--- src/rtl/led_pkg.sv ---
// Shared constants, types and helpers for the LED pattern generator.
// Holds the mode encodings, the scan direction type and the start value function.
package led_pkg;

    localparam logic [1:0] MODE_BLINK = 2'b00;
    localparam logic [1:0] MODE_COUNT = 2'b01;
    localparam logic [1:0] MODE_SCAN  = 2'b10;
    localparam logic [1:0] MODE_FILL  = 2'b11;

    typedef enum logic {
        DIR_UP   = 1'b0,
        DIR_DOWN = 1'b1
    } dir_t;

    // Value the LED bank shows right after entering a mode.
    // Only SCAN starts non-zero (a single lit bit0).
    function automatic int unsigned start_val(
        input logic [1:0] mode,
        input int         width
    );
        if (mode == MODE_SCAN && width >= 2)
            return 1;
        return 0;
    endfunction

endpackage

--- src/rtl/tick_divider.sv ---
// Generic prescaler: counts 0..DIV-1 while en=1 and pulses tick on the last count.
// Ports: clk, rst_n (async active-low), en (count enable), clr (sync clear), tick (out).
module tick_divider #(
    parameter int DIV = 4
) (
    input  logic clk,
    input  logic rst_n,
    input  logic en,
    input  logic clr,
    output logic tick
);

    localparam int CW = $clog2(DIV);
    localparam logic [CW-1:0] LAST = CW'(DIV - 1);

    logic [CW-1:0] cnt;

    assign tick = en && (cnt == LAST);

    // clr wins over counting so a caller can realign the step phase at any time.
    always_ff @(posedge clk or negedge rst_n) begin
        if (!rst_n)
            cnt <= '0;
        else if (clr)
            cnt <= '0;
        else if (en)
            cnt <= tick ? '0 : cnt + 1'b1;
    end

endmodule

--- src/rtl/led_pattern_gen.sv ---
// LED pattern driver: prescaled step clock advancing BLINK/COUNT/SCAN/FILL patterns.
// Ports: clk, rst_n (async active-low), enable, mode[1:0], LED[WIDTH-1:0], step (pulse).
module led_pattern_gen
    import led_pkg::*;
#(
    parameter int WIDTH   = 8,
    parameter int CLK_HZ  = 50000000,
    parameter int STEP_HZ = 4
) (
    input  logic             clk,
    input  logic             rst_n,
    input  logic             enable,
    input  logic [1:0]       mode,
    output logic [WIDTH-1:0] LED,
    output logic             step
);

    localparam int DIV = CLK_HZ / STEP_HZ;

    logic [1:0]       mode_q;
    logic             mode_chg;
    logic             tick;
    logic [WIDTH-1:0] led_start;
    logic [WIDTH-1:0] led_next;
    dir_t             dir;
    dir_t             dir_next;

    assign mode_chg  = (mode != mode_q);
    assign led_start = WIDTH'(start_val(mode, WIDTH));

    tick_divider #(
        .DIV (DIV)
    ) u_div (
        .clk   (clk),
        .rst_n (rst_n),
        .en    (enable),
        .clr   (mode_chg),
        .tick  (tick)
    );

    // A mode change restarts the new pattern and outranks a coincident tick.
    always_comb begin
        led_next = LED;
        dir_next = dir;
        if (mode_chg) begin
            led_next = led_start;
            dir_next = DIR_UP;
        end else if (tick) begin
            unique case (mode_q)
                MODE_BLINK: led_next = ~LED;
                MODE_COUNT: led_next = LED + 1'b1;
                MODE_SCAN: begin
                    if (!$onehot(LED)) begin
                        led_next = {{(WIDTH-1){1'b0}}, 1'b1};
                        dir_next = DIR_UP;
                    end else if (dir == DIR_UP) begin
                        led_next = LED << 1;
                        if (led_next[WIDTH-1])
                            dir_next = DIR_DOWN;
                    end else begin
                        led_next = LED >> 1;
                        if (led_next[0])
                            dir_next = DIR_UP;
                    end
                end
                MODE_FILL: begin
                    if (&LED)
                        led_next = '0;
                    else
                        led_next = {LED[WIDTH-2:0], 1'b1};
                end
                default: led_next = LED;
            endcase
        end
    end

    always_ff @(posedge clk or negedge rst_n) begin
        if (!rst_n) begin
            mode_q <= MODE_BLINK;
            LED    <= '0;
            dir    <= DIR_UP;
            step   <= 1'b0;
        end else begin
            mode_q <= mode;
            LED    <= led_next;
            dir    <= dir_next;
            step   <= tick && !mode_chg;
        end
    end

endmodule

--- config.mk ---
export PLATFORM = sky130hd
export DESIGN_NAME = led_pattern_gen
export DESIGN_NICKNAME = d
export VERILOG_FILES = /design/src/rtl/led_pkg.sv /design/src/rtl/tick_divider.sv /design/src/rtl/led_pattern_gen.sv
export SDC_FILE = /design/constraint.sdc
export NUM_CORES = 1
export LEC_CHECK = 0
export ABC_AREA = 1
export BUFFER_PORTS_ARGS = -buffer_cell sky130_fd_sc_hd__buf_2
export CAP_MARGIN = 20
export CORE_MARGIN = 1.5
export CORE_UTILIZATION = 24
export DETAILED_ROUTE_END_ITERATION = 12
export PLACE_DENSITY_LB_ADDON = 0.15
export SLEW_MARGIN = 20
export SYNTH_ARGS = -nofsm -noshare
export SYNTH_HDL_FRONTEND = slang
export SYNTH_SLANG_ARGS = --single-unit
--- constraint.sdc ---
create_clock -name clk -period 3.14 [get_ports clk]
set_input_delay 0 -clock clk [delete_from_list [all_inputs] [get_ports clk]]
set_output_delay 0 -clock clk [all_outputs]
set_load 0.01 [all_outputs]
==> results of run 1 <==
-- cell usage after synthesis, types with 2 or more instances --
master | instances | share of area
inv_1 | 50 | 0.068
a21oi_1 | 12 | 0.022
nand2_2 | 3 | 0.0068
nand2_1 | 114 | 0.15
dfrtp_1 | 36 | 0.33
xor2_1 | 5 | 0.016
fa_1 | 4 | 0.029
nand3_2 | 4 | 0.014
nor3_1 | 8 | 0.014
nand4_1 | 16 | 0.036
o21ai_0 | 17 | 0.031
buf_2 | 3 | 0.0054
nor2_2 | 4 | 0.0090
ha_1 | 5 | 0.023
nor2_1 | 72 | 0.098
inv_2 | 2 | 0.0027
buf_6 | 2 | 0.0081
o211ai_1 | 3 | 0.0081
nand3_1 | 35 | 0.063
-- cell type report --
type / count / area (um^2) / area share
Tap cell: 143 / 179 / 0.0542
Clock buffer: 6 / 129 / 0.0390
Timing Repair Buffer: 34 / 234 / 0.0709
Clock inverter: 1 / 5.00 / 0.00152
Inverter: 55 / 214 / 0.0648
Sequential cell: 36 / 903 / 0.274
Multi-Input combinational cell: 317 / 1640 / 0.496
-- flip-flops by register name, summed over array words and instances, names as in the netlist --
register,count
LED,8
dir,1
mode_q,2
step,1
u_div.cnt,24
-- power by group through the flow --
stage	sequential [mW]	combinational, mW	clock, mW
6_report	0.472	0.0962	0.486
3_5_place_dp	0.480	0.0905	0
2_1_floorplan	0.480	0.0573	0
5_1_grt	0.473	0.110	0.522
4_1_cts	0.472	0.0954	0.504
3_3_place_gp	0.480	0.0908	0
-- stage by stage --
step	utilization	worst slack [ns]
after floorplan	-	-0.185
after global placement	0.272	-0.222
after detailed placement	0.272	-0.273
after CTS	0.288	-0.276
after global routing	0.292	-0.420
final	0.292	-0.245
-- metal layers --
metal  vias to the layer above  track usage
li1                       1393            -
met1                      1240        0.182
met2                        38        0.246
met3                        14       0.0247
met4                         0       0.0568
met5                         -            0
-- path summary, 6_finish.rpt --
path                                              to  slack (ns)  cells past startpoint
max                               LED[7]$_DFFE_PN0P_       -0.25                     16
min                        u_div.cnt[19]$_DFFE_PN0P_        0.04                      3
max reg2reg                       LED[7]$_DFFE_PN0P_       -0.25                     16
min reg2reg                 u_div.cnt[1]$_DFFE_PN0P_        0.52                      2
max in group asynchronous         LED[0]$_DFFE_PN0P_        2.15                      2
min in group asynchronous   u_div.cnt[0]$_DFFE_PN0P_        0.38                      2
-- cell families (layout without fill, tap and decap cells) --
kind of cell / Yosys count / in the layout / synth area share
buf+inv: 62 / 96 / 0.0972
compound gates: 36 / 36 / 0.0701
fa+ha+maj: 9 / 9 / 0.0516
simple gates: 266 / 266 / 0.436
flops: 36 / 36 / 0.326
xor+xnor: 6 / 6 / 0.0190
-- worst max-delay path, cell delays in order, from the launching register on --
cell	delay, ns
dfrtp_1	0.36
clkinv_2	0.08
fa_1	0.47
fa_1	0.51
fa_1	0.40
inv_1	0.06
ha_2	0.17
inv_2	0.04
fa_1	0.40
nor2_2	0.15
nor2_4	0.06
buf_4	0.14
buf_6	0.10
nand4_1	0.06
nand4_1	0.11
nand2_1	0.11
nand2_1	0.05
-- timing repair --
action | CTS | global route
endpoints found under the hold margin | 38 | 0
buffers inserted | 2 | 2
pin swaps | 14 | 13
endpoints found under the setup margin | 9 | 9
hold buffers | 3 | 0
resized for setup | 8 | 9
-- cell usage in the layout, fill, tap and decap left out, types with 4 or more instances in the layout --
cell type	instances
nand2_2	7
nand3_1	34
nor2_1	70
ha_1	4
a21oi_1	11
nor2_2	4
nand2_1	110
dfrtp_1	34
buf_4	17
fa_1	4
nand3_2	5
clkbuf_16	5
o21ai_0	14
inv_1	47
inv_2	5
nor3_1	8
buf_2	13
xor2_1	5
nand4_1	16
==> impl_summary.log, run 1 <==
INFO  metric critPathLaunch = LED[3]$_DFFE_PN0P_
INFO  metric grt_start_max_net_pins = 37
INFO  metric die_width = 110 um
INFO  metric met2_wirelength = between 3 and 4 mm
INFO  metric total_switching_power = 268 uW
INFO  metric reg2reg_from = LED[3]$_DFFE_PN0P_
INFO  metric cp-end-kind = flop
INFO  metric report.final.setup_viol = 9
INFO  metric met3_wirelength = 212 um
INFO  metric synth.lib_cells_used.distinct = 39
INFO  metric post-place-cells = 579
INFO  metric synth_enable_flop_cells = 0
INFO  metric die_area = 0.0122 mm^2
INFO  metric static-leakage-power = 1.50 nW
INFO  metric grt_first_pass_wirelength = ~13 mm
INFO  metric required_time_worst_endpoint = 3.32 ns
INFO  metric placeableCoreArea = 0.0113 mm^2
INFO  metric antenna-diode-count = 0
INFO  metric synth_seq_area_share = 0.326
INFO  metric finalHoldViolCount = 0
INFO  metric power.share.switching = 0.254
INFO  metric power_density = 319 mW/mm^2
INFO  metric avgRoutedWirePerCell = 13.4 um
INFO  metric first_global_vias = 2,693
INFO  metric rsz0062_at_grt = yes
INFO  metric power.clock.fraction = 0.461
INFO  metric final_design_area_no_fill = 0.00330 mm^2
INFO  metric max_freq = 295 MHz
INFO  metric finClkSkew = 0.0105 ns
INFO  metric clkTransAtPathRegs = roughly 0.060 ns
INFO  metric numClockSinks = 36
INFO  metric timing.final.crit_period = 3.39 ns
INFO  metric setup_slack = -0.245 ns
INFO  metric failed_checks = setup timing
INFO  metric via_per_inst = 4.54
INFO  metric finalNetCount = 463
INFO  metric die_h = ~110 um
INFO  metric timing_worst_setup_path_type = reg -> reg
INFO  metric placement.io_buffers = 13
INFO  metric cap_viol_max_count = 0
INFO  metric worst_margin_pin_slew = 0.885 ns
INFO  metric hold_path_class = in -> reg
INFO  metric comb_power_share = 0.091
INFO  metric wl = 7.93 mm
INFO  metric synth_ff_type = dfrtp_1
INFO  metric core.rowCount = 39
INFO  metric drt.antenna.violating_nets = 0
INFO  metric io_pins = 14
INFO  metric period_share = 1.08
INFO  metric dr.first_iter.drc_count = 125
INFO  metric vias = 2,685
INFO  metric fin_total_pwr = 1.05 mW
INFO  metric synth.avg_cell_area = 6.67 um^2
INFO  metric timing.final.max_slew_violations = 0
INFO  metric p_int = 786 uW
INFO  metric relSlewSlack = 0.410
INFO  metric flow.area_growth_from_synthesis = 19.3%
INFO  metric gp_routability_congestion = 0.822
INFO  metric path_max_fanout = 2
INFO  metric run_status = finished, violations left
INFO  metric cts-htree-levels = 2
INFO  metric seq_power_share = 0.448
INFO  metric netlist_instances = a little over 400
INFO  metric gr-usage-all-layers = 0.145
INFO  metric grt_overflow = 0
INFO  metric antenna_violations_before_repair = 0
INFO  metric setup.worst_path.start_class = flop
INFO  metric syn-cell-area = 0.00277 mm^2
INFO  metric worst_hold_startpoint = enable
INFO  metric mappedNetlistNets = roughly 430
INFO  metric cts_root_buffer = clkbuf_16
INFO  metric tritoncts.num_buffers = 5
INFO  metric cts_buffer_depth = 2
INFO  metric synth-warning-count = 0
INFO  metric post_layout_nonfiller_instances = 592
INFO  metric detail_route.first_pass.iterations = 4
INFO  metric hpwl = just over 6 mm
INFO  metric insertion_delay = 0.29 ns
INFO  metric timing.hold.ws = 0.0388 ns
INFO  metric route.top_layer_used = met4
INFO  metric route.layer.met1.wl = approximately 3.7 mm
INFO  metric power.ir.vdd_worst = 154 uV
INFO  metric drive_above_1_share = 0.169
INFO  metric drc = 0
INFO  metric post_synth_arst_share = 1.00
INFO  metric setup_total_negative_slack = -1.76 ns
INFO  metric placed_cell_area = 0.00308 mm^2
INFO  metric yosys_register_bits = 36
INFO  metric fill_cells = 1,300
INFO  metric start_util = 0.244
INFO  metric cts_tree = yes
INFO  metric critical_path_arrival = 3.56 ns
(Power assumes the default switching activity.)
==> inputs of run 2 (changes only) <==
- ABC_AREA: 1 -> default
==> run 2 against run 1 <==
  * Clock-buffer cell count stayed put
  * Critical endpoint is now LED[6]$_DFFE_PN0P_
  * Final area is 17% lower
  * The flow still finishes with violations (setup timing)
  * Largest cell class unchanged
  * Maximum frequency fell by 8.9%
  * Critical path type unchanged
  * Sequential share of layout area increased by 5.7 points
==> impl_summary.log, run 2 <==
INFO  metric critPathLaunch = LED[0]$_DFFE_PN0P_
INFO  metric synthMuxAreaShare = 0.00424 (+0.00424)
INFO  metric finalHoldViolCount = 0 (unchanged)
INFO  metric core.rowCount = 36 (-7.7%)
INFO  metric placement.io_buffers = 13 (unchanged)
INFO  metric start_util = 0.245 (+0.000574)
INFO  metric hold_end = u_div.cnt[1]$_DFFE_PN0P_
INFO  metric static-leakage-power = 1.08 nW (-28%)
INFO  metric post-place-ws = -0.677 ns (-0.404 ns)
INFO  metric most_instantiated_library_cell_after_synthesis = dfrtp_1
INFO  metric avgRoutedWirePerCell = 14.6 um (+9.3%)
INFO  metric mappedNetlistNets = 272 (-37%)
INFO  metric placeableCoreArea = 0.00964 mm^2 (-15%)
INFO  metric power.clock.fraction = 0.368 (-0.093)
INFO  metric cp-end-kind = flop
INFO  metric total_switching_power = 238 uW (-11%)
INFO  metric detail_route.first_pass.iterations = 4 (unchanged)
INFO  metric reg2reg_from = LED[0]$_DFFE_PN0P_
INFO  metric numClockSinks = 36 (unchanged)
INFO  metric clkTransAtPathRegs = 0.08 ns (+0.02 ns)
INFO  metric most_frequent_cells_in_the_layout = dfrtp_1, nor2_1, nand2_1
INFO  metric grt_first_pass_wirelength = 10.6 mm (-21%)
INFO  metric largest_family_of_logic_cells_by_synthesized_area = simple AND/OR/NAND/NOR gates
INFO  metric hold_path_class = in -> reg
INFO  metric period_share = 1.18 (+0.105)
INFO  metric run_status = finished, violations left
INFO  metric die_h = 102 um (-7.4%)
INFO  metric netlist_instances = 258 (-38%)
INFO  metric io_pins = 14 (unchanged)
INFO  metric comb_power_share = 0.093 (+0.002)
INFO  metric antenna_violations_before_repair = 0 (unchanged)
INFO  metric failed_checks = setup timing
INFO  metric synth.lib_cells_used.distinct = 51 (+31%)
INFO  metric cap_viol_max_count = 0 (unchanged)
INFO  metric number_of_flip_flops_under_the_largest_register_name = 24 (unchanged)
INFO  metric setup_slack = -0.575 ns (-0.330 ns)
INFO  metric wl = 6.12 mm (-23%)
INFO  metric hpwl = 4.25 mm (-30%)
INFO  metric max_flop_register = u_div.cnt
INFO  metric path_max_fanout = 5 (+3)
INFO  metric cts_tree = yes
INFO  metric timing_worst_setup_path_type = reg -> reg
INFO  metric fill_cells = 1,101 (-15%)
INFO  metric setup_total_negative_slack = -4.14 ns (-2.38 ns)
INFO  metric power_density = 324 mW/mm^2 (+1.5%)
INFO  metric critical_path_arrival = 3.90 ns (+0.34 ns)
INFO  metric cts_root_buffer = clkbuf_8
INFO  metric post_layout_nonfiller_instances = 418 (-29%)
INFO  metric via_per_inst = 4.61 (+1.5%)
INFO  metric power.share.switching = 0.269 (+0.0148)
INFO  metric synthXorXnorAreaFrac = 0.108 (+0.0886)
INFO  metric multi_input_area = 0.00128 mm^2 (-22%)
INFO  metric synth_largest_type_area_fraction = 0.382 (+0.0559)
INFO  metric synth_largest_area_cell = dfrtp_1
INFO  metric tritoncts.num_buffers = 5 (unchanged)
INFO  metric synth_ff_type = dfrtp_1
INFO  metric setup.worst_path.start_class = flop
INFO  metric logic_depth_of_the_worst_register_to_register_path = 13 (-3)
INFO  metric gr-usage-all-layers = 0.131 (-0.0136)
INFO  metric post_synth_arst_share = 1.00 (unchanged)
INFO  metric relSlewSlack = 0.406 (-0.00398)
INFO  metric synth_compound_gate_area_share = 0.128 (+0.0581)
INFO  metric drc = 0 (unchanged)
INFO  metric biggestRegsByFlops = u_div.cnt: 24 flops, LED: 8 flops, mode_q: 2 flops
INFO  metric rsz0062_at_grt = yes
INFO  metric drive_above_1_share = 0.200 (+0.0307)
INFO  metric timing.reg2reg.setup_slack = -0.58 ns (-0.33 ns)
INFO  metric worst_margin_pin_slew = 0.891 ns (+0.00597 ns)
INFO  metric power.ir.vdd_worst = 137 uV (-11%)
INFO  metric gp_routability_congestion = 0.725 (-12%)
INFO  metric vias = 1,925 (-28%)
INFO  metric layout.area.seq = 902 um^2 (-0.14%)
INFO  metric seq_power_share = 0.539 (+0.091)
INFO  metric adder_and_majority_cell_fraction_of_the_synthesized_area = 0.0604 (+0.00885)
INFO  metric cts_buffer_depth = 2 (unchanged)
INFO  metric synth_enable_flop_cells = 0 (unchanged)
INFO  metric grt_start_max_net_pins = 37 (unchanged)
INFO  metric dr.first_iter.drc_count = 41 (-67%)
INFO  metric final_common_cell = dfrtp_1
INFO  metric finClkSkew = 0.00849 ns (-0.00206 ns)
INFO  metric synth.top_cells.by_count = dfrtp_1, nor2_1, nand2_1
INFO  metric synth.top_cells.by_area = dfrtp_1, xnor2_1, xor2_1, nor2_1, nand2_1
INFO  metric synth-warning-count = 0 (unchanged)
INFO  metric finalNetCount = 299 (-35%)
INFO  metric synth.avg_cell_area = 9.15 um^2 (+37%)
INFO  metric report.final.setup_viol = 9 (unchanged)
INFO  metric post-place-cells = 406 (-30%)
INFO  metric synth_seq_area_share = 0.382 (+0.0559)
INFO  metric r2r_end = LED[6]$_DFFE_PN0P_
INFO  metric grt_overflow = 0 (unchanged)
INFO  metric cts-htree-levels = 2 (unchanged)
INFO  metric worst_hold_startpoint = enable
INFO  metric p_int = 646 uW (-18%)
INFO  metric required_time_worst_endpoint = 3.33 ns (about the same)
INFO  metric first_global_vias = 2,009 (-25%)
INFO  metric flow.area_growth_from_synthesis = 15.6%
INFO  metric timing.final.crit_period = 3.72 ns (+0.330 ns)
INFO  metric timing.final.max_slew_violations = 0 (unchanged)
INFO  metric yosys_register_bits = 36 (unchanged)
INFO  metric drt.antenna.violating_nets = 0 (unchanged)
INFO  metric syn-cell-area = 0.00236 mm^2 (-15%)
INFO  metric die_width = 102 um (-7.4%)
INFO  metric share_of_synthesized_cell_area_in_and_or_nand_and_nor_gates = 0.234 (-0.203)
INFO  metric antenna-diode-count = 0 (unchanged)
INFO  metric hold_depth = 3 (unchanged)
INFO  metric max_freq = 269 MHz (-8.9%)
INFO  metric insertion_delay = 0.29 ns (about the same)
INFO  metric die_area = 0.0104 mm^2 (-14%)
## run 2: changes by cell type after synthesis, sizes merged, moves of 5 or more
cell,delta
xnor2,+14
nand4,-6
o21ai,-13
and3,+5
nor2,-46
o31ai,+5
nand3,-29
xor2,+9
inv,-32
nand2,-96
## run 2: cell type report
| type | instances | area share |
|---|---|---|
| clock inverter | 1 | 0.00183 |
| sequential | 36 | 0.331 |
| tap | 133 | 0.0610 |
| inverter | 21 | 0.0298 |
| multi-input combinational | 188 | 0.469 |
| timing repair buffer | 33 | 0.0816 |
| clock buffer | 6 | 0.0266 |
## run 2: through the flow
| stage | utilization | power (mW) | hold slack [ns] | area, um^2 |
|---|---|---|---|---|
| after floorplan | - | 0.536 | -0.296 | 2370 |
| after global placement | 0.269 | 0.567 | 0.186 | 2600 |
| after detailed placement | 0.269 | 0.567 | 0.176 | 2600 |
| after CTS | 0.283 | 0.906 | 0.0426 | 2730 |
| after global routing | 0.283 | 0.934 | 0.0547 | 2730 |
| final | 0.283 | 0.884 | 0.0518 | 2730 |
## run 2: cell families (layout without fill, tap and decap cells)
group	after synthesis	after routing
muxes	1	1
and+or+nand+nor	107	107
AOI/OAI and AO/OA	42	42
xor gates and xnor gates	29	29
DFF	36	36
buffers and inverters	34	61
adders and majority gates	9	9
## run 2: routing by layer
layer | GRT usage | share of wire
met1 | 0.174 | 0.49
met2 | 0.214 | 0.47
met3 | 0.0253 | 0.026
met4 | 0.0432 | 0.017
met5 | 0 | 0
## run 2: worst max-delay path by stage
stage,endpoint,slack [ns],cells after the start
after global placement,LED[1]$_DFFE_PN0P_,-0.64,13
after CTS,LED[1]$_DFFE_PN0P_,-0.60,13
final,LED[6]$_DFFE_PN0P_,-0.58,13
after global routing,LED[2]$_DFFE_PN0P_,-0.78,13
after detailed placement,LED[1]$_DFFE_PN0P_,-0.68,13
after floorplan,LED[6]$_DFFE_PN0P_,-0.62,15
## run 2: power by group through the flow
stage,registers (mW),logic [mW],clock network [mW]
final,0.477,0.0825,0.325
after global routing,0.478,0.0946,0.362
after CTS,0.477,0.0848,0.345
after detailed placement,0.486,0.0810,0
after global placement,0.486,0.0809,0
after floorplan,0.480,0.0562,0
## run 2: worst max-delay path: stages, from the launching register on
cell and delay (ns):
dfrtp_2 0.36, inv_2 0.04, fa_1 0.55, fa_1 0.43, fa_1 0.49, inv_1 0.04, ha_2 0.17, inv_2 0.05
fa_2 0.42, o211ai_1 0.12, a2111o_1 0.22, nand2_2 0.12, a221o_1 0.39, a32o_1 0.22
## run 2: timing repair
action	4_1_cts	5_1_grt
buffers inserted	2	0
gates cloned	0	0
endpoints found under the hold margin	38	0
gates resized for setup	7	0
pin swaps	14	1
endpoints found under the setup margin	9	9
hold buffers	3	0
==> inputs of run 3 (changes only) <==
- CORE_MARGIN: 1.5 -> 3
==> run 3 against run 2 <==
  * Critical endpoint is now LED[3]$_DFFE_PN0P_
  * Largest cell class unchanged
  * Register-to-register slack improved by 0.03 ns
  * The run still ends with setup timing left
  * Sequential power about the same
  * Worst setup slack improved by 0.030 ns
  * Non-clock buffer count increased by 4
  * Clock power increased by 29%
==> impl_summary.log, run 3 (same netlist as run 2, synthesis figures left out) <==
INFO  metric run_status = finished, violations left
INFO  metric failed_checks = setup timing
INFO  metric timing.reg2reg.setup_slack = -0.54 ns (+0.03 ns)
INFO  metric crit_path_frequent_cell = fa_1
INFO  metric cp_slowest_cell = fa_1
INFO  metric cp-end-kind = flop
INFO  metric start_util = 0.251 (+0.00583)
INFO  metric placeableCoreArea = 0.00942 mm^2 (-2.3%)
INFO  metric max_flop_register = u_div.cnt
INFO  metric setup.worst_path.start_class = flop
INFO  metric post-place-ws = -0.638 ns (+0.0382 ns)
INFO  metric finalNetCount = 303 (+1.3%)
INFO  metric core.rowCount = 35 (-2.8%)
INFO  metric gp_routability_congestion = 0.715 (-1.4%)
INFO  metric via_per_inst = 4.65 (+1.1%)
INFO  metric avgRoutedWirePerCell = 14.4 um (-1.9%)
INFO  metric setup_slack = -0.545 ns (+0.0302 ns)
INFO  metric first_global_vias = 1,996 (-0.65%)
INFO  metric wl = 6.02 mm (-1.7%)
INFO  metric period_share = 1.17 (-0.00963)
INFO  metric vias = 1,950 (+1.3%)
INFO  metric die_h = 105 um (+2.9%)
INFO  metric die_area = 0.0111 mm^2 (+6.0%)
INFO  metric finClkSkew = 0.00631 ns (-0.00218 ns)
INFO  metric biggestRegsByFlops = u_div.cnt: 24 flops, LED: 8 flops, mode_q: 2 flops
INFO  metric placed_cell_area = 0.00260 mm^2 (about the same)
INFO  metric hold_path_class = in -> reg
INFO  metric die_width = 105 um (+2.9%)
INFO  metric max_freq = 271 MHz (+0.82%)
INFO  metric most_frequent_cells_in_the_layout = dfrtp_1, nor2_1, nand2_1
INFO  metric fin_total_pwr = 982 uW (+11%)
INFO  metric final_common_cell = dfrtp_1
INFO  metric relSlewSlack = 0.424 (+0.0179)
INFO  metric path_max_fanout = 5 (unchanged)
INFO  metric timing_worst_setup_path_type = reg -> reg
INFO  metric hpwl = 4.17 mm (-2.0%)
INFO  metric cap_viol_max_count = 0 (unchanged)
INFO  metric drive_above_1_share = 0.210 (+0.0103)
INFO  metric grt_overflow = 0 (unchanged)
INFO  metric gr-usage-all-layers = 0.117 (-0.0137)
INFO  metric cts-htree-levels = 2 (unchanged)
INFO  metric finalHoldViolCount = 0 (unchanged)
INFO  metric dr.first_iter.drc_count = 49 (+20%)
INFO  metric clkTransAtPathRegs = 0.08 ns (about the same)
INFO  metric drt.antenna.violating_nets = 0 (unchanged)
INFO  metric setup_total_negative_slack = -4.53 ns (-0.390 ns)
INFO  metric final_design_area_no_fill = 0.00279 mm^2 (+2.3%)
INFO  metric grt_first_pass_wirelength = 10.4 mm (-1.8%)
INFO  metric grt_start_max_net_pins = 37 (unchanged)
INFO  metric tritoncts.num_buffers = 5 (unchanged)
INFO  metric detail_route.first_pass.iterations = 4 (unchanged)
INFO  metric antenna-diode-count = 0 (unchanged)
INFO  metric cts_tree = yes
INFO  metric timing.final.crit_period = 3.68 ns (-0.0302 ns)
INFO  metric critical_path_arrival = 3.89 ns (about the same)
INFO  metric insertion_delay = 0.29 ns (about the same)
INFO  metric crit_path_max_incr_delay = 0.51 ns (-0.04 ns)
INFO  metric rsz0062_at_grt = yes
INFO  metric final_util = 0.297 (+0.0135)
INFO  metric power.ir.vdd_worst = 149 uV (+8.7%)
INFO  metric cts_root_buffer = clkbuf_8
INFO  metric cts_buffer_depth = 2 (unchanged)
INFO  metric static-leakage-power = 1.11 nW (+3.6%)
INFO  metric io_pins = 14 (unchanged)
INFO  metric number_of_flip_flops_under_the_largest_register_name = 24 (unchanged)
INFO  metric timing.final.max_slew_violations = 0 (unchanged)
INFO  metric report.final.setup_viol = 9 (unchanged)
INFO  metric power_density = 352 mW/mm^2 (+8.6%)
INFO  metric worst_margin_pin_slew = 0.864 ns (-0.0269 ns)
INFO  metric flow.area_growth_from_synthesis = 18.3%
INFO  metric placement.io_buffers = 13 (unchanged)
INFO  metric path_cells = inv_4 -> fa_1 -> fa_1 -> fa_1 -> inv_1 -> ha_2 -> inv_2 -> fa_2 -> a211o_1 -> a2111o_1 -> nand2_2 -> a221oi_1 -> o31ai_1
INFO  metric numClockSinks = 36 (unchanged)
INFO  metric antenna_violations_before_repair = 0 (unchanged)
INFO  metric drc = 0 (unchanged)
INFO  metric required_time_worst_endpoint = 3.34 ns (about the same)
==> run 3: cell count changes in the layout (fill, tap and decap cells not counted), sizes merged <==
cell	before	now
buf	30	34
bufinv	0	1
==> run 3: report_power, final <==
| group | leakage [nW] | switching, mW | internal, mW |
|---|---|---|---|
| Sequential | 0.496 | 0.00943 | 0.467 |
| Clock | 0.0552 | 0.183 | 0.236 |
| Combinational | 0.563 | 0.0557 | 0.0317 |
| Total | 1.11 | 0.248 | 0.735 |
==> run 3: path summary, 6_finish.rpt <==
| path | from | end | cells after the start |
|---|---|---|---|
| worst min register to register | u_div.cnt[23]$_DFFE_PN0P_ | u_div.cnt[23]$_DFFE_PN0P_ | 2 |
| min in group asynchronous | rst_n | dir$_DFFE_PN0P_ | 2 |
| worst max-delay path | LED[3]$_DFFE_PN0P_ | LED[3]$_DFFE_PN0P_ | 13 |
| worst min-delay path | enable | u_div.cnt[1]$_DFFE_PN0P_ | 3 |
| max in group asynchronous | rst_n | LED[0]$_DFFE_PN0P_ | 2 |
| worst max register to register | LED[3]$_DFFE_PN0P_ | LED[3]$_DFFE_PN0P_ | 13 |
==> run 3: metal layers <==
layer	track usage	wire (um)
met3	0.0229	194
met5	0	0
met1	0.154	2950
met4	0.0394	81
met2	0.192	2790
==> run 3: worst max-delay path, delay by kind of cell, from the launching register on <==
kind                       cells  cell delay, ns
adders and majority gates      5            1.90
AOI/OAI and AO/OA              4            1.01
DFF                            1            0.40
buffers and inverters          3            0.16
and+or+nand+nor                1            0.15
==> run 3: layout make-up <==
type,instances,area (um^2)
Fill cell,1023,6620
Multi-Input combinational cell,188,1290
Sequential cell,36,902
Timing Repair Buffer,37,253
Tap cell,129,161
Inverter,21,81.3
Clock buffer,6,72.6
Clock inverter,2,35.0
==> run 3: repair_timing <==
action / in CTS / in global routing
pin swaps: 12 / 3
buffers inserted: 4 / 1
setup endpoints to repair: 9 / 9
gates resized for setup: 4 / 3
hold endpoints to repair: 38 / 0
hold buffers: 3 / 0
==> run 3: through the flow <==
step                      hold slack, ns  std cells
after floorplan                   -0.296        258
after global placement             0.177        403
after detailed placement           0.184        403
after CTS                         0.0442        418
after global routing              0.0428        419
final                             0.0622        419
